**config.mk**
```make
export PLATFORM = sky130hd
export DESIGN_NAME = btn_debounce_wb8
export DESIGN_NICKNAME = d
export VERILOG_FILES = /design/src/rtl/btn_debounce_wb8_pkg.sv /design/src/rtl/btn_debounce_ch.sv /design/src/rtl/btn_debounce_wb8.sv
export VERILOG_INCLUDE_DIRS = /design/src /design/src/rtl
export SDC_FILE = /design/constraint.sdc
export NUM_CORES = 1
export LEC_CHECK = 0
export BUFFER_PORTS_ARGS = -buffer_cell sky130_fd_sc_hd__buf_2
export CORE_MARGIN = 8
export CORE_UTILIZATION = 45
export DETAILED_ROUTE_END_ITERATION = 8
export GPL_TIMING_DRIVEN = 0
export HOLD_SLACK_MARGIN = 0.12
export PLACE_DENSITY_LB_ADDON = 0.1
export RECOVER_POWER = 50
export SLEW_MARGIN = 40
export SYNTH_ARGS = -nofsm -noshare
export SYNTH_HDL_FRONTEND = slang
export SYNTH_SLANG_ARGS = --single-unit
```
**constraint.sdc**
```tcl
create_clock -name I_wb_clk -period 3.95 [get_ports I_wb_clk]
set_input_delay 0.79 -clock I_wb_clk [delete_from_list [all_inputs] [get_ports I_wb_clk]]
set_output_delay 0.79 -clock I_wb_clk [all_outputs]
set_load 0.05 [all_outputs]
```
**src/rtl/btn_debounce_defs.vh**
```
// Register address map of the button controller, shared by the package and
// anything else that needs to decode the bus address.
localparam logic [1:0] REG_STATE   = 2'd0;
localparam logic [1:0] REG_PRESS   = 2'd1;
localparam logic [1:0] REG_RELEASE = 2'd2;
localparam logic [1:0] REG_IRQMASK = 2'd3;

```
**src/rtl/btn_debounce_wb8_pkg.sv**
```systemverilog
// Shared types for the debounced button controller: bus byte and the
// register-select enumeration built on the address constants.
package btn_debounce_wb8_pkg;
  `include "btn_debounce_defs.vh"

  localparam int DATA_W = 8;

  typedef logic [DATA_W-1:0] byte_t;

  typedef enum logic [1:0] {
    SEL_STATE   = REG_STATE,
    SEL_PRESS   = REG_PRESS,
    SEL_RELEASE = REG_RELEASE,
    SEL_IRQMASK = REG_IRQMASK
  } reg_sel_t;
endpackage

```
**src/rtl/btn_debounce_ch.sv**
```systemverilog
// One button channel: 2-flop synchronizer, stability counter and debounced
// state, with single-cycle rise/fall strobes aligned to the state toggle edge.
module btn_debounce_ch #(
  parameter int DEBOUNCE_CYCLES = 4
) (
  input  logic clk,
  input  logic srst,
  input  logic raw,
  output logic state,
  output logic rise,
  output logic fall
);
  localparam int CW = $clog2(DEBOUNCE_CYCLES + 1);
  localparam logic [CW-1:0] LAST = CW'(DEBOUNCE_CYCLES - 1);

  logic [1:0]    sync_reg;
  logic [CW-1:0] cnt_reg;
  logic          state_reg;
  logic          differ;
  logic          expire;

  assign differ = sync_reg[1] ^ state_reg;
  // The counter would reach DEBOUNCE_CYCLES on this edge: toggle instead.
  assign expire = differ && (cnt_reg == LAST);

  always_ff @(posedge clk) begin
    if (srst) begin
      sync_reg  <= '0;
      cnt_reg   <= '0;
      state_reg <= 1'b0;
    end else begin
      sync_reg <= {sync_reg[0], raw};
      if (!differ) begin
        cnt_reg <= '0;
      end else if (expire) begin
        cnt_reg   <= '0;
        state_reg <= ~state_reg;
      end else begin
        cnt_reg <= cnt_reg + CW'(1);
      end
    end
  end

  assign state = state_reg;
  assign rise  = expire && !state_reg;
  assign fall  = expire && state_reg;
endmodule

```
**src/rtl/btn_debounce_wb8.sv**
```systemverilog
// Debounced button bank on an 8-bit bus: state, sticky press/release flags
// (write-1-to-clear) and an interrupt mask over the press flags.
module btn_debounce_wb8
  import btn_debounce_wb8_pkg::*;
#(
  parameter int CLOCKFREQ       = 25125000,
  parameter int DEBOUNCE_CYCLES = CLOCKFREQ / 100,
  parameter int NBUTTONS        = 5
) (
  input  logic                I_wb_clk,
  input  logic                I_reset,
  input  logic [1:0]          I_wb_adr,
  input  logic [7:0]          I_wb_dat,
  input  logic                I_wb_stb,
  input  logic                I_wb_we,
  output logic [7:0]          O_wb_dat,
  output logic                O_wb_ack,
  output logic                O_interrupt,
  input  logic [NBUTTONS-1:0] I_button
);
  localparam byte_t VALID = byte_t'((1 << NBUTTONS) - 1);

  logic [NBUTTONS-1:0] state_vec;
  logic [NBUTTONS-1:0] rise_vec;
  logic [NBUTTONS-1:0] fall_vec;

  byte_t state_b, rise_b, fall_b;
  byte_t press_reg, release_reg, mask_reg;
  byte_t press_next, release_next, mask_next;
  byte_t rdata, dat_reg;
  logic  ack_reg;
  logic  wr;

  genvar gi;
  generate
    for (gi = 0; gi < NBUTTONS; gi++) begin : g_ch
      btn_debounce_ch #(
        .DEBOUNCE_CYCLES(DEBOUNCE_CYCLES)
      ) u_ch (
        .clk  (I_wb_clk),
        .srst (I_reset),
        .raw  (I_button[gi]),
        .state(state_vec[gi]),
        .rise (rise_vec[gi]),
        .fall (fall_vec[gi])
      );
    end
  endgenerate

  always_comb begin
    state_b = '0;
    rise_b  = '0;
    fall_b  = '0;
    state_b[NBUTTONS-1:0] = state_vec;
    rise_b[NBUTTONS-1:0]  = rise_vec;
    fall_b[NBUTTONS-1:0]  = fall_vec;
  end

  assign wr = I_wb_stb && I_wb_we;

  // Clears are applied first so a new event on the same edge survives.
  always_comb begin
    press_next   = press_reg;
    release_next = release_reg;
    mask_next    = mask_reg;
    if (wr) begin
      case (reg_sel_t'(I_wb_adr))
        SEL_PRESS:   press_next   = press_reg & ~I_wb_dat;
        SEL_RELEASE: release_next = release_reg & ~I_wb_dat;
        SEL_IRQMASK: mask_next    = I_wb_dat & VALID;
        default:     ;
      endcase
    end
    press_next   = press_next | rise_b;
    release_next = release_next | fall_b;
  end

  always_comb begin
    rdata = '0;
    case (reg_sel_t'(I_wb_adr))
      SEL_STATE:   rdata = state_b;
      SEL_PRESS:   rdata = press_reg;
      SEL_RELEASE: rdata = release_reg;
      SEL_IRQMASK: rdata = mask_reg;
      default:     rdata = '0;
    endcase
  end

  always_ff @(posedge I_wb_clk) begin
    if (I_reset) begin
      press_reg   <= '0;
      release_reg <= '0;
      mask_reg    <= '0;
      ack_reg     <= 1'b0;
      dat_reg     <= '0;
    end else begin
      press_reg   <= press_next;
      release_reg <= release_next;
      mask_reg    <= mask_next;
      ack_reg     <= I_wb_stb;
      dat_reg     <= I_wb_stb ? rdata : '0;
    end
  end

  assign O_wb_ack    = ack_reg;
  assign O_wb_dat    = dat_reg;
  assign O_interrupt = |(press_reg & mask_reg);
endmodule

```
# Yosys cells after proc, flatten, opt, wreduce, memory -nomap -nowiden
# Index checks and enable logic that the tools add are counted.
[word_totals]
mem_bits_rw = 0
memories = 0
reg_bits = 135
input_bits = 19
latch_bits = 0
wordCells = 95
mem_bits_ro = 0
out_inout_bits = 10
[op_classes]
addsub = 5
muxes = 5
shift = 0
n_eq_ne = 8
bitwise_logic = 22
n_div = 0
n_lt_le_gt_ge = 0
multipliers = 0
reduce_logical = 35
[op_table]
columns = ["op", "n"]
rows = [
  ["$add A18 B1 Y18 const B", 5],
  ["$eq A18 B18 Y1 const B", 5],
  ["$mux W8", 4],
  ["$pmux W8 S4", 1],
  ["$and A8 B8 Y8", 2],
  ["$logic_and A1 B1 Y1", 16],
  ["$or A8 B5 Y8", 2],
  ["$reduce_or A3 Y1", 5],
  ["$reduce_and A2 Y1", 6],
  ["$not A1 Y1", 11],
  ["$and A8 B5 Y8", 1],
  ["$not A8 Y8", 1],
  ["$reduce_or A8 Y1", 1],
  ["$logic_not A1 Y1", 5],
  ["$xor A1 B1 Y1", 5],
  ["$eq A2 B2 Y1 const B", 2],
  ["$eq A2 B1 Y1 const B", 1],
  ["$logic_not A2 Y1", 1],
  ["$reduce_or A2 Y1", 1],
]

# Longest topological paths before layout
# Gate-level depths: netlist of the first run.
[logic_depth]
ltp_word = 5
ltp_mapped = 7
ltp_nobuf = 6

# Modules after synthesis
# A second synthesis of the first run with hierarchy kept.
[hier_totals]
hier_cells = 680
area_unflattened_um2 = 6236.0
[modules_own_cells]
columns = ["mod", "n_inst", "cells_each", "seq_area_each_um2", "area_each_um2"]
rows = [
  ["btn_debounce_ch", 5, 110, 420.4, 987.2],
  ["btn_debounce_wb8", 1, 130, 600.6, 1300.0],
]

# Least setup slack after synthesis of the first run
# OpenSTA, ideal clock, no wires.
[synth_timing]
path_type = "input -> register"
start = "input I_wb_adr[1]"
end = "register dat_reg[1], in the netlist O_wb_dat[1]"
path_buffers = 1
setup_time_ns = 0.126
cell_stages = 3
t_arrival_ns = 1.811
required_ns = 3.824
setup_slack_ns = 2.012
path_cell_list = "clkbuf_1 > mux4_2 > nor2b_1"
[synth_via]
elab_chain_cells = 2
elab_cells_between_ends = 5
classes_between = "eq/ne: 3; mux: 1; reduce/logical: 1"
[synth_lines]
columns = ["element", "line_no", "text"]
rows = [
  ["start, declared", "btn_debounce_wb8.sv:12", "input logic [1:0] I_wb_adr,"],
  ["$eq A2 B2 Y1, or another cell as far along", "btn_debounce_wb8.sv:80", "case (reg_sel_t'(I_wb_adr))"],
  ["$pmux W8 S4 *", "btn_debounce_wb8.sv:80", ""],
  ["end signal, assigned", "btn_debounce_wb8.sv:101", "dat_reg <= I_wb_stb ? rdata : '0;"],
  ["end, declared", "btn_debounce_wb8.sv:30", "byte_t rdata, dat_reg;"],
]
# Every way passes the cells marked *; elsewhere a longest branch is shown, timed or not.
# A chain may end at the register's enable or synchronous reset.

# Worst setup path after layout of the first run
[layout_timing]
start = "register g_ch[2].u_ch.cnt_reg[4]"
end = "register g_ch[2].u_ch.cnt_reg[11]"
[layout_via]
elab_chain_cells = 3
elab_cells_between_ends = 4
classes_between = "add/sub: 1; eq/ne: 1; reduce/logical: 2"
[layout_lines]
columns = ["element", "line_no", "text"]
rows = [
  ["start, declared", "btn_debounce_ch.sv:17", "logic [CW-1:0] cnt_reg;"],
  ["start signal, assigned", "btn_debounce_ch.sv:39", "cnt_reg <= cnt_reg + CW'(1);"],
  ["branches (longest 3 deep; another with $add A18 B1 Y18)", "n/a", ""],
]
# Parallel ways; which one is timed is not known.

==> results.rst, run 1 <==
.. list-table::
   :header-rows: 1

   * - Metric
     - Value
   * - Endpoints failing hold
     - 0
   * - Maximum number of pins on one net before global-route repair
     - 17
   * - Nature of the critical path startpoint
     - flop
   * - Post-DRT Antenna Nets
     - 0
   * - Share of final-layout standard cells stronger than drive strength 1
     - 0.1267
   * - Area of the die
     - 17410 µm²
   * - Register area share after synthesis
     - 0.4467
   * - Number of synthesized flops with an enable pin
     - 0
   * - Summed instance area of the synthesized netlist
     - 6050 µm²
   * - Max FO, Critical Path
     - 10
   * - Core Region
     - 13190 µm²
   * - Shortest period the worst path allows
     - about 2.5 ns
   * - Global-route usage over all layers
     - 0.1482
   * - Post-route clock period utilization
     - 0.6354
   * - Per-cell routed wire length
     - 13.89 µm
   * - Routability Congestion
     - about 0.8
   * - Synthesized instance count
     - 661
   * - Worst-case clock skew
     - 0.005740 ns
   * - Type of the worst min-delay path
     - flop to flop
   * - Total nets after synthesis
     - between 600 and 700
   * - Die width
     - 131.9 µm
   * - Worst max-slew margin expressed relative to the limit
     - 0.1837
   * - Number of levels in the clock H-tree
     - 4
   * - Placement Rows
     - 42
   * - Synth area leader
     - sky130_fd_sc_hd__dfxtp_1
   * - Setup repair after global routing missed its margin
     - false
   * - Highest-count cells in the layout ignoring fill and taps
     - sky130_fd_sc_hd__dfxtp_1 (135), sky130_fd_sc_hd__nor2_1 (97), sky130_fd_sc_hd__xnor2_1 (62), sky130_fd_sc_hd__nand2_1 (42), sky130_fd_sc_hd__nand3_1 (33)
   * - Final setup TNS
     - 0 ns
   * - Final cell count without fillers
     - approximately 900
   * - Final Setup Violations
     - 0
   * - Number of flip-flops in the largest register
     - 90
   * - Number of max-cap violations
     - 0
   * - Final Routed Wirelength
     - around 12 mm
   * - Worst-case vdd ir drop
     - 0.3434 mV
   * - Sequential cell area
     - between 2000 and 3000 µm²
   * - Synthesis Warnings
     - 0
   * - Multi-input gate area in the final layout
     - 3132 µm²
   * - Hold Buf Count CTS
     - 0
   * - Per-cell via count in the routed design
     - 5.299
   * - CP Data Arrival Time
     - approximately 2.8 ns
   * - Routed via count
     - between 4k and 5k
   * - Capturing element type of the critical path
     - flop
   * - Most used DFF post-synth
     - sky130_fd_sc_hd__dfxtp_1
   * - Starting density of the core
     - 0.4586
   * - Count of buffers from port buffering
     - 25
   * - CTS tree
     - yes
   * - TritonCTS buffer count
     - 17
   * - Leakage power total
     - 2.131 nW
   * - Type of the worst setup path
     - flop to flop
   * - Required @ worst endpoint
     - 4.26 ns
   * - Pwr dens
     - 440.4 nW/µm²
   * - Initial antenna violation count
     - 1
   * - First-iteration detailed-routing DRC count
     - 193
   * - Deepest clock path buffer count
     - 2
   * - Syn Area/Cell
     - 9.152 µm²
   * - Run status
     - complete, no violations
   * - Setup Buffers After CTS
     - 0
   * - Post-placement cell count
     - 862
   * - Nets
     - 734
   * - Area delta synth->final
     - 15.16%
   * - Most area-consuming cells after synthesis
     - sky130_fd_sc_hd__dfxtp_1 (45%), sky130_fd_sc_hd__xnor2_1 (9.0%), sky130_fd_sc_hd__nor2_1 (6.0%)
   * - Post-synthesis register bit count
     - 135
   * - Number of I/O pins
     - 29
   * - Root buffer selected by CTS
     - sky130_fd_sc_hd__clkbuf_16
   * - Top-area cell type share of the netlist area
     - 0.4467
   * - DRC errors left
     - 0
   * - Via count of the first global-routing pass
     - 4578
   * - Number of detailed-routing iterations run before antenna repair
     - 4
   * - Skew-Pair Late Insertion Delay
     - between 0.4 and 0.5 ns
   * - Highest achievable clock rate
     - 0.3984 GHz
   * - Placed wire-length estimate after detailed placement
     - 8.711 mm
   * - Distinct cell type count of the synthesized netlist
     - 57
   * - Post-synthesis async set-or-reset flop share
     - 0
   * - Final max-slew violation count
     - 0
   * - Most common library cell in the layout ignoring fill and taps
     - sky130_fd_sc_hd__dfxtp_1
   * - GRT Residual Overflow
     - 0
   * - CTS-repair resized insts
     - 0
   * - Number of sinks driven by the clock tree
     - 135
   * - Wire length of the first global-routing pass
     - roughly 21 mm
   * - # fillers
     - between 1k and 1.5k
   * - CTS clock-pin slew for the worst setup and hold paths
     - 0.06 ns
   * - Post-route core utilization
     - 0.5282
   * - Actual transition at the worst max-transition pin
     - 1.209 ns
   * - Die Span Y
     - between 100 and 150 µm
-- worst max-delay path: stages (launching register included) --
cell and delay [ns]:
sky130_fd_sc_hd__dfxtp_1 0.47, sky130_fd_sc_hd__nand3_4 0.15, sky130_fd_sc_hd__or3b_4 0.42, sky130_fd_sc_hd__o21ai_0 0.88, sky130_fd_sc_hd__buf_2 0.39, sky130_fd_sc_hd__nor2_1 0.08
-- where the power goes --
| group | switching [mW] | total, mW | internal (mW) |
|---|---|---|---|
| sequential | 0.00563 | 1.38 | 1.37 |
| combinational | 0.0398 | 0.0641 | 0.0243 |
| clock | 0.588 | 1.63 | 1.04 |
-- logic make-up after synthesis --
family	synth area share
mux	0.03723
compound gates	0.05191
simple gates	0.3069
flops	0.4467
buf+inv	0.02937
xor+xnor	0.1071
fa+ha+maj	0.02068
-- cell type report --
cell class                 instances  area share
tap                              176     0.03161
antenna                            1   0.0003592
buffer                            19     0.01419
sequential                       135      0.3879
multi-input combinational        486      0.4495
clock buffer                      21     0.06753
timing repair buffer              25     0.01634
clock inverter                    11     0.02119
inverter                          21     0.01131
-- synthesized netlist by cell type (9+ instances only) --
cell,count
sky130_fd_sc_hd__a21oi_1,19
sky130_fd_sc_hd__clkbuf_1,12
sky130_fd_sc_hd__dfxtp_1,135
sky130_fd_sc_hd__ha_1,10
sky130_fd_sc_hd__inv_1,21
sky130_fd_sc_hd__mux2i_1,9
sky130_fd_sc_hd__nand2_1,42
sky130_fd_sc_hd__nand2b_1,15
sky130_fd_sc_hd__nand3_1,33
sky130_fd_sc_hd__nand4_1,25
sky130_fd_sc_hd__nor2_1,97
sky130_fd_sc_hd__nor2_2,10
sky130_fd_sc_hd__nor2b_1,19
sky130_fd_sc_hd__nor3_1,18
sky130_fd_sc_hd__nor4_1,23
sky130_fd_sc_hd__xnor2_1,62
sky130_fd_sc_hd__xor2_1,12
-- metrics by stage --
stage	area (µm²)	total power, mW	hold WS, ns	setup slack, ns
3_3_place_gp	6395	1.470	0.4242	1.594
4_1_cts	7013	3.102	0.4439	1.655
5_1_grt	6964	3.162	0.4627	1.305
6_report	6967	3.068	0.4372	1.440
3_5_place_dp	6395	1.471	0.4294	1.560
2_1_floorplan	6050	1.445	0.4138	2.012
-- path summary, 6_finish.rpt --
check | from | end | slack [ns] | depth (start not counted)
max reg2reg | g_ch[2].u_ch.cnt_reg[4]$_SDFF_PP0_ | g_ch[2].u_ch.cnt_reg[11]$_SDFF_PP0_ | 1.44 | 5
min | g_ch[1].u_ch.sync_reg[0]$_SDFF_PP0_ | g_ch[1].u_ch.sync_reg[1]$_SDFF_PP0_ | 0.44 | 1
max | g_ch[2].u_ch.cnt_reg[4]$_SDFF_PP0_ | g_ch[2].u_ch.cnt_reg[11]$_SDFF_PP0_ | 1.44 | 5
min reg2reg | g_ch[1].u_ch.sync_reg[0]$_SDFF_PP0_ | g_ch[1].u_ch.sync_reg[1]$_SDFF_PP0_ | 0.44 | 1
-- layer usage --
metal / share of wire / wire length [µm] / global-route usage
met4: 0.022 / 274 / 0.07849
met3: 0.044 / 543 / 0.03925
met1: 0.45 / 5641 / 0.1709
met2: 0.48 / 5967 / 0.2467
met5: 0.00064 / 8 / 0
Note: power is estimated with default switching activity, not from simulation.
==> inputs of run 2 (changes only) <==
==> constraint.sdc (replaced) <==
create_clock -name I_wb_clk -period 2.4 [get_ports I_wb_clk]
set_input_delay 0.48 -clock I_wb_clk [delete_from_list [all_inputs] [get_ports I_wb_clk]]
set_output_delay 0.48 -clock I_wb_clk [all_outputs]
set_load 0.05 [all_outputs]
==> run 2 against run 1 <==
Against the previous run:
- via count down 0.65%
- sequential power increased by 64%
- first-iteration DRC count shrank 9.3%
- global-route usage stayed put
- setup slack got worse by 1.2 ns
- routed wire length increased by 0.26%
- design area rose by 0.23%
- cell count down 0.11%
- sequential share of layout area shrank 0.090 points
- clock-buffer cell count unchanged
- maximum frequency rose by 16%
- clock skew up 0.0077 ns
- critical path type unchanged
==> results.rst, run 2 (same netlist as run 1, synthesis figures left out) <==
.. list-table::
   :header-rows: 1

   * - Metric
     - Value
   * - Root buffer selected by CTS
     - sky130_fd_sc_hd__clkbuf_16
   * - Power Internal
     - 4.008 mW (+65%)
   * - Number of sinks driven by the clock tree
     - 135 (unchanged)
   * - Worst path cell trace
     - ha_1 -> nand4b_1 -> or4_4 -> o31ai_4 -> buf_8 -> nor2_2
   * - Worst hold path startpoint
     - I_wb_dat[6]
   * - Post-route clock period utilization
     - 0.8980 (+0.2626)
   * - Die width
     - 131.9 µm (unchanged)
   * - Sum of buffers and inverters on the critical path
     - 1 (unchanged)
   * - Clock network fraction of total power
     - 0.530 (about the same)
   * - Type of the worst min-delay path
     - input port to flop
   * - Placed wire-length estimate after detailed placement
     - 8.711 mm (unchanged)
   * - Post-route core utilization
     - 0.5294 (+0.001233)
   * - Area of the die
     - 17410 µm² (unchanged)
   * - Nature of the critical path startpoint
     - flop
   * - Hold worst-path end
     - release_reg[6]$_SDFFE_PP0P_
   * - Highest achievable clock rate
     - 0.4640 GHz (+16%)
   * - Pwr dens
     - 722.9 nW/µm² (+64%)
   * - Placement Rows
     - 42 (unchanged)
   * - Final setup TNS
     - 0 ns (unchanged)
   * - Wire length of the first global-routing pass
     - 21.20 mm (unchanged)
   * - Count of cells along the worst register-to-register path
     - 6 (+1)
   * - Skew-Pair Late Insertion Delay
     - 0.42 ns (about the same)
   * - Flop-to-flop setup slack
     - 0.24 ns (-1.20 ns)
   * - Maximum number of pins on one net before global-route repair
     - 17 (unchanged)
   * - Capturing element type of the critical path
     - flop
   * - Core Region
     - 13190 µm² (unchanged)
   * - CTS clock-pin slew for the worst setup and hold paths
     - 0.06 ns (about the same)
   * - Per-cell routed wire length
     - 13.95 µm (+0.37%)
   * - Routability Congestion
     - 0.8166 (unchanged)
   * - CP Data Arrival Time
     - 2.48 ns (-0.34 ns)
   * - Setup Buffers After CTS
     - 0 (unchanged)
   * - Share of final-layout standard cells stronger than drive strength 1
     - 0.1309 (+0.004178)
   * - CTS tree
     - yes
   * - Worst Hold Path Cells
     - 2 (+1)
   * - Type of the worst setup path
     - flop to flop
   * - Number of flip-flops in the largest register
     - 90 (unchanged)
   * - Via count of the first global-routing pass
     - 4578 (unchanged)
   * - Count of buffers from port buffering
     - 25 (unchanged)
   * - Final Routed Wirelength
     - 12.47 mm (+0.26%)
   * - Max FO, Critical Path
     - 10 (unchanged)
   * - Worst-case vdd ir drop
     - 0.5595 mV (+63%)
   * - GRT Residual Overflow
     - 0 (unchanged)
   * - Nets
     - 734 (unchanged)
   * - DRC errors left
     - 0 (unchanged)
   * - Leakage power total
     - 2.132 nW (about the same)
   * - Worst max-slew margin expressed relative to the limit
     - 0.5178 (+0.3342)
   * - Starting density of the core
     - 0.4586 (unchanged)
   * - Run status
     - complete, no violations
   * - Global-route usage over all layers
     - 0.1482 (unchanged)
   * - Die Span Y
     - 131.9 µm (unchanged)
   * - Post-DRT Antenna Nets
     - 0 (unchanged)
   * - Most common library cell in the layout ignoring fill and taps
     - sky130_fd_sc_hd__dfxtp_1
   * - Worst-case clock skew
     - 0.01345 ns (+0.007715 ns)
   * - Shortest period the worst path allows
     - 2.155 ns (-0.3548 ns)
   * - Proportion of power drawn by combinational gates
     - 0.021 (about the same)
   * - Total net switching power
     - 1.040 mW (+64%)
   * - TritonCTS buffer count
     - 17 (unchanged)
   * - Switching part of the total power
     - 0.2060 (-0.0003479)
   * - Number of max-cap violations
     - 0 (unchanged)
   * - Highest-count cells in the layout ignoring fill and taps
     - sky130_fd_sc_hd__dfxtp_1 (135), sky130_fd_sc_hd__nor2_1 (97), sky130_fd_sc_hd__xnor2_1 (62), sky130_fd_sc_hd__nand2_1 (42), sky130_fd_sc_hd__nand3_1 (33)
   * - Required @ worst endpoint
     - 2.72 ns (-1.54 ns)
   * - Number of levels in the clock H-tree
     - 4 (unchanged)
   * - Setup repair after global routing missed its margin
     - false
   * - Per-cell via count in the routed design
     - 5.271 (-0.54%)
   * - Deepest clock path buffer count
     - 2 (unchanged)
   * - Final Setup Violations
     - 0 (unchanged)
   * - Number of detailed-routing iterations run before antenna repair
     - 5 (+1)
   * - Initial antenna violation count
     - 1 (unchanged)
   * - Endpoints failing hold
     - 0 (unchanged)
   * - Final max-slew violation count
     - 0 (unchanged)
   * - Destination of the worst register-to-register timing path
     - g_ch[1].u_ch.cnt_reg[6]$_SDFF_PP0_
   * - Number of I/O pins
     - 29 (unchanged)
   * - Hold Buf Count CTS
     - 0 (unchanged)
   * - Sequential fraction of design power
     - 0.449 (about the same)
   * - First-iteration detailed-routing DRC count
     - 175 (-9.3%)
   * - Crit-path max cell delay
     - 0.51 ns (-0.37 ns)
   * - Actual transition at the worst max-transition pin
     - 0.7154 ns (-0.4933 ns)
   * - Count of antenna diodes in the layout
     - 0 (-1)
   * - Worst r2r src
     - g_ch[1].u_ch.cnt_reg[0]$_SDFF_PP0_
   * - Worst path top cell family by delay
     - simple AND/OR/NAND/NOR gates
   * - Area delta synth->final
     - 15.43%
   * - Routed via count
     - 4712 (-0.65%)
   * - CTS-repair resized insts
     - 0 (unchanged)
   * - Critical-path top delay cell
     - sky130_fd_sc_hd__o31ai_4
[run 2: changes by cell type in the layout (fill, tap and decap cells not counted), sizes merged]
cell,delta
diode,-1
[run 2: cell type report]
type	count	area (µm²)
plain buffers	19	98.84
clock buffers	21	470.5
clock inverters	11	147.6
fillers	1206	6207
inverters	21	78.83
multi-input cells	486	3151
flip-flops and latches	135	2703
well taps	176	220.2
repair buffers	25	113.9
[run 2: metal layers]
metal | part of all wire | track usage | vias up | wire length [µm]
met5 | 0.00064 | 0 | - | 8
met4 | 0.018 | 0.07849 | 2 | 225
met3 | 0.040 | 0.03925 | 19 | 497
met2 | 0.49 | 0.2467 | 72 | 6076
met1 | 0.45 | 0.1709 | 2224 | 5659
li1 | - | - | 2395 | -
[run 2: worst max path at each step]
stage,slack (ns),depth (start not counted),end,from
global placement,0.27,6,g_ch[1].u_ch.cnt_reg[6]$_SDFF_PP0_,g_ch[1].u_ch.cnt_reg[0]$_SDFF_PP0_
floorplan,0.49,6,g_ch[1].u_ch.cnt_reg[6]$_SDFF_PP0_,g_ch[1].u_ch.cnt_reg[0]$_SDFF_PP0_
global route,0.09,6,g_ch[1].u_ch.cnt_reg[7]$_SDFF_PP0_,g_ch[1].u_ch.cnt_reg[0]$_SDFF_PP0_
finish,0.24,6,g_ch[1].u_ch.cnt_reg[6]$_SDFF_PP0_,g_ch[1].u_ch.cnt_reg[0]$_SDFF_PP0_
detailed placement,0.24,6,g_ch[1].u_ch.cnt_reg[6]$_SDFF_PP0_,g_ch[1].u_ch.cnt_reg[0]$_SDFF_PP0_
CTS,0.23,6,g_ch[1].u_ch.cnt_reg[6]$_SDFF_PP0_,g_ch[1].u_ch.cnt_reg[0]$_SDFF_PP0_
[run 2: per-stage QoR]
stage / power (mW) / area, µm² / hold slack, ns / setup WS, ns / instances
floorplan: 2.378 / 6050 / 0.4138 / 0.4928 / 661
global placement: 2.419 / 6395 / 0.4242 / 0.2671 / 862
detailed placement: 2.421 / 6395 / 0.4294 / 0.2428 / 862
CTS: 5.106 / 7013 / 0.2207 / 0.2253 / 894
global route: 5.205 / 6983 / 0.2353 / 0.08953 / 894
finish: 5.048 / 6983 / 0.2324 / 0.2449 / 894
[run 2: power groups by stage]
stage	combinational (mW)	clock, mW	sequential, mW
final	0.106	2.68	2.26
after global routing	0.115	2.82	2.26
after CTS	0.108	2.73	2.26
after detailed placement	0.108	0	2.31
after global placement	0.107	0	2.31
after floorplan	0.0638	0	2.31
==> inputs of run 3 (changes only) <==
--- a/config.mk
+++ b/config.mk
@@ -6,7 +6,7 @@
 export SDC_FILE = /design/constraint.sdc
 export NUM_CORES = 1
 export LEC_CHECK = 0
-export BUFFER_PORTS_ARGS = -buffer_cell sky130_fd_sc_hd__buf_2
+export BUFFER_PORTS_ARGS = -buffer_cell sky130_fd_sc_hd__buf_4
 export CORE_MARGIN = 8
 export CORE_UTILIZATION = 45
 export DETAILED_ROUTE_END_ITERATION = 8
==> run 3 against run 2 <==
Against the previous run:
- largest power group unchanged
- sequential cell count unchanged
- routed wire length down 0.49%
- highest routed layer is now met4
- setup slack worse by 0.029 ns
- via count down 0.81%
- design area about the same
- utilization about the same
==> results.rst, run 3 (same netlist as run 1, synthesis figures left out) <==
.. list-table::
   :header-rows: 1

   * - Metric
     - Value
   * - Run status
     - complete, no violations
   * - Die width
     - 131.9 µm (unchanged)
   * - Per-cell via count in the routed design
     - 5.234 (-0.70%)
   * - Leakage power total
     - 2.144 nW (+0.53%)
   * - Number of levels in the clock H-tree
     - 4 (unchanged)
   * - Shortest period the worst path allows
     - 2.184 ns (+0.02877 ns)
   * - GRT Residual Overflow
     - 0 (unchanged)
   * - Actual transition at the worst max-transition pin
     - 0.7753 ns (+0.05993 ns)
   * - Number of detailed-routing iterations run before antenna repair
     - 5 (unchanged)
   * - # fillers
     - 1221 (+1.2%)
   * - Wire length of the first global-routing pass
     - 21.34 mm (+0.65%)
   * - Worst-case vdd ir drop
     - 0.4677 mV (-16%)
   * - TritonCTS buffer count
     - 17 (unchanged)
   * - Skew-Pair Late Insertion Delay
     - 0.42 ns (about the same)
   * - Total net switching power
     - 0.9934 mW (-4.5%)
   * - Final max-slew violation count
     - 0 (unchanged)
   * - Required @ worst endpoint
     - 2.71 ns (about the same)
   * - Setup Buffers After CTS
     - 0 (unchanged)
   * - Initial antenna violation count
     - 0 (-1)
   * - Critical-path top delay cell
     - sky130_fd_sc_hd__or4_4
   * - Highest-count cells in the layout ignoring fill and taps
     - sky130_fd_sc_hd__dfxtp_1 (135), sky130_fd_sc_hd__nor2_1 (97), sky130_fd_sc_hd__xnor2_1 (62), sky130_fd_sc_hd__nand2_1 (42), sky130_fd_sc_hd__nand3_1 (34)
   * - Per-cell routed wire length
     - 13.89 µm (-0.38%)
   * - Max FO, Critical Path
     - 10 (unchanged)
   * - Post-route clock period utilization
     - 0.9100 (+0.01199)
   * - Number of flip-flops in the largest register
     - 90 (unchanged)
   * - CTS tree
     - yes
   * - Placed wire-length estimate after detailed placement
     - 8.752 mm (+0.48%)
   * - Final setup TNS
     - 0 ns (unchanged)
   * - Deepest clock path buffer count
     - 2 (unchanged)
   * - CP Data Arrival Time
     - 2.49 ns (about the same)
   * - Post-placement cell count
     - 862 (unchanged)
   * - CTS-repair resized insts
     - 0 (unchanged)
   * - Number of I/O pins
     - 29 (unchanged)
   * - Most common library cell in the layout ignoring fill and taps
     - sky130_fd_sc_hd__dfxtp_1
   * - CTS clock-pin slew for the worst setup and hold paths
     - 0.05 ns (about the same)
   * - Root buffer selected by CTS
     - sky130_fd_sc_hd__clkbuf_16
   * - Proportion of power drawn by combinational gates
     - 0.023 (+0.002)
   * - Number of max-cap violations
     - 0 (unchanged)
   * - Routability Congestion
     - 0.8094 (-0.88%)
   * - Pwr dens
     - 700.4 nW/µm² (-3.1%)
   * - Nature of the critical path startpoint
     - flop
   * - First-iteration detailed-routing DRC count
     - 233 (+33%)
   * - Worst path cell trace
     - ha_1 -> nand4b_1 -> or4_4 -> o31ai_4 -> buf_8 -> nor2_2
   * - Share of final-layout standard cells stronger than drive strength 1
     - 0.1283 (-0.002607)
   * - Worst max-slew margin expressed relative to the limit
     - 0.4775 (-0.04039)
   * - Routed via count
     - 4674 (-0.81%)
   * - Highest achievable clock rate
     - 0.4579 GHz (-1.3%)
   * - DRC errors left
     - 0 (unchanged)
   * - Number of sinks driven by the clock tree
     - 135 (unchanged)
   * - Maximum number of pins on one net before global-route repair
     - 17 (unchanged)
   * - Clock network fraction of total power
     - 0.514 (-0.016)
   * - Crit-path max cell delay
     - 0.50 ns (about the same)
   * - Endpoints failing hold
     - 0 (unchanged)
   * - Count of antenna diodes in the layout
     - 0 (unchanged)
   * - Type of the worst setup path
     - flop to flop
   * - Final Setup Violations
     - 0 (unchanged)
   * - Capturing element type of the critical path
     - flop
   * - Starting density of the core
     - 0.4586 (unchanged)
   * - Type of the worst min-delay path
     - input port to flop
   * - Sequential cell area
     - 2703 µm² (unchanged)
   * - Count of buffers from port buffering
     - 25 (unchanged)
   * - Post-DRT Antenna Nets
     - 0 (unchanged)
   * - Placement Rows
     - 42 (unchanged)
   * - Final cell count without fillers
     - 893 (-0.11%)
   * - Setup repair after global routing missed its margin
     - false
   * - Global-route usage over all layers
     - 0.1492 (+0.001028)
   * - Multi-input gate area in the final layout
     - 3153 µm² (about the same)
   * - Area delta synth->final
     - 15.41% (about the same)
   * - Sequential fraction of design power
     - 0.463 (+0.014)
   * - Via count of the first global-routing pass
     - 4594 (+0.35%)
   * - Hold Buf Count CTS
     - 0 (unchanged)
   * - Nets
     - 734 (unchanged)
   * - Final Routed Wirelength
     - 12.41 mm (-0.49%)
   * - Switching part of the total power
     - 0.2032 (-0.002842)
   * - Worst-case clock skew
     - 0.004706 ns (-0.008749 ns)
   * - Power Internal
     - 3.896 mW (-2.8%)
   * - Area of the die
     - 17410 µm² (unchanged)
   * - Core Region
     - 13190 µm² (unchanged)
   * - Die Span Y
     - 131.9 µm (unchanged)
run 3: changes by cell type in the layout (fill, tap and decap cells not counted), sizes merged:
cell | before | now
clkinv | 4 | 5
clkinvlp | 4 | 2
clkbuf | 42 | 43
bufinv | 3 | 2
run 3: metal layers:
metal	global-route usage	wire length, µm
met4	0.06126	181
met2	0.2523	6085
met5	0	0
met1	0.1722	5704
met3	0.04459	435
run 3: worst paths after layout:
path	from	endpoint	slack (ns)	depth (start not counted)
setup / recovery	g_ch[1].u_ch.cnt_reg[0]$_SDFF_PP0_	g_ch[1].u_ch.cnt_reg[6]$_SDFF_PP0_	0.22	6
hold / removal	I_wb_dat[6]	press_reg[6]$_SDFFE_PP0P_	0.24	2
setup reg to reg	g_ch[1].u_ch.cnt_reg[0]$_SDFF_PP0_	g_ch[1].u_ch.cnt_reg[6]$_SDFF_PP0_	0.22	6
hold reg to reg	g_ch[3].u_ch.sync_reg[0]$_SDFF_PP0_	g_ch[3].u_ch.sync_reg[1]$_SDFF_PP0_	0.44	1
run 3: power groups by stage:
stage | Sequential [mW] | Clock [mW] | Combinational, mW
2_1_floorplan | 2.31 | 0 | 0.0638
3_3_place_gp | 2.31 | 0 | 0.115
3_5_place_dp | 2.31 | 0 | 0.116
5_1_grt | 2.26 | 2.68 | 0.124
4_1_cts | 2.26 | 2.57 | 0.116
6_report | 2.26 | 2.51 | 0.113
run 3: layout make-up:
type / instances / area share
timing repair buffer: 25 / 0.02204
tap: 176 / 0.03154
inverter: 21 / 0.01129
clock buffer: 22 / 0.06792
multi-input combinational: 486 / 0.4516
sequential: 135 / 0.3871
clock inverter: 9 / 0.01434
buffer: 19 / 0.01416
run 3: worst max-delay path, delay by kind of cell (launching register included):
family / cells / cell delay (ns)
AOI/OAI and AO/OA: 1 / 0.50
DFF: 1 / 0.43
and+or+nand+nor: 3 / 0.67
adders and majority gates: 1 / 0.25
buffers and inverters: 1 / 0.22
run 3: metrics by stage:
stage                 util  total power, mW  area (µm²)  setup WS [ns]  hold slack, ns
floorplan                -            2.378        6050         0.4928          0.4138
global placement    0.4896            2.427        6457         0.2545          0.4229
detailed placement  0.4896            2.429        6457         0.1985          0.4264
CTS                 0.5331            4.951        7032         0.1847          0.2218
global route        0.5293            5.069        6982        0.08228          0.2242
finish              0.5293            4.890        6982         0.2161          0.2416
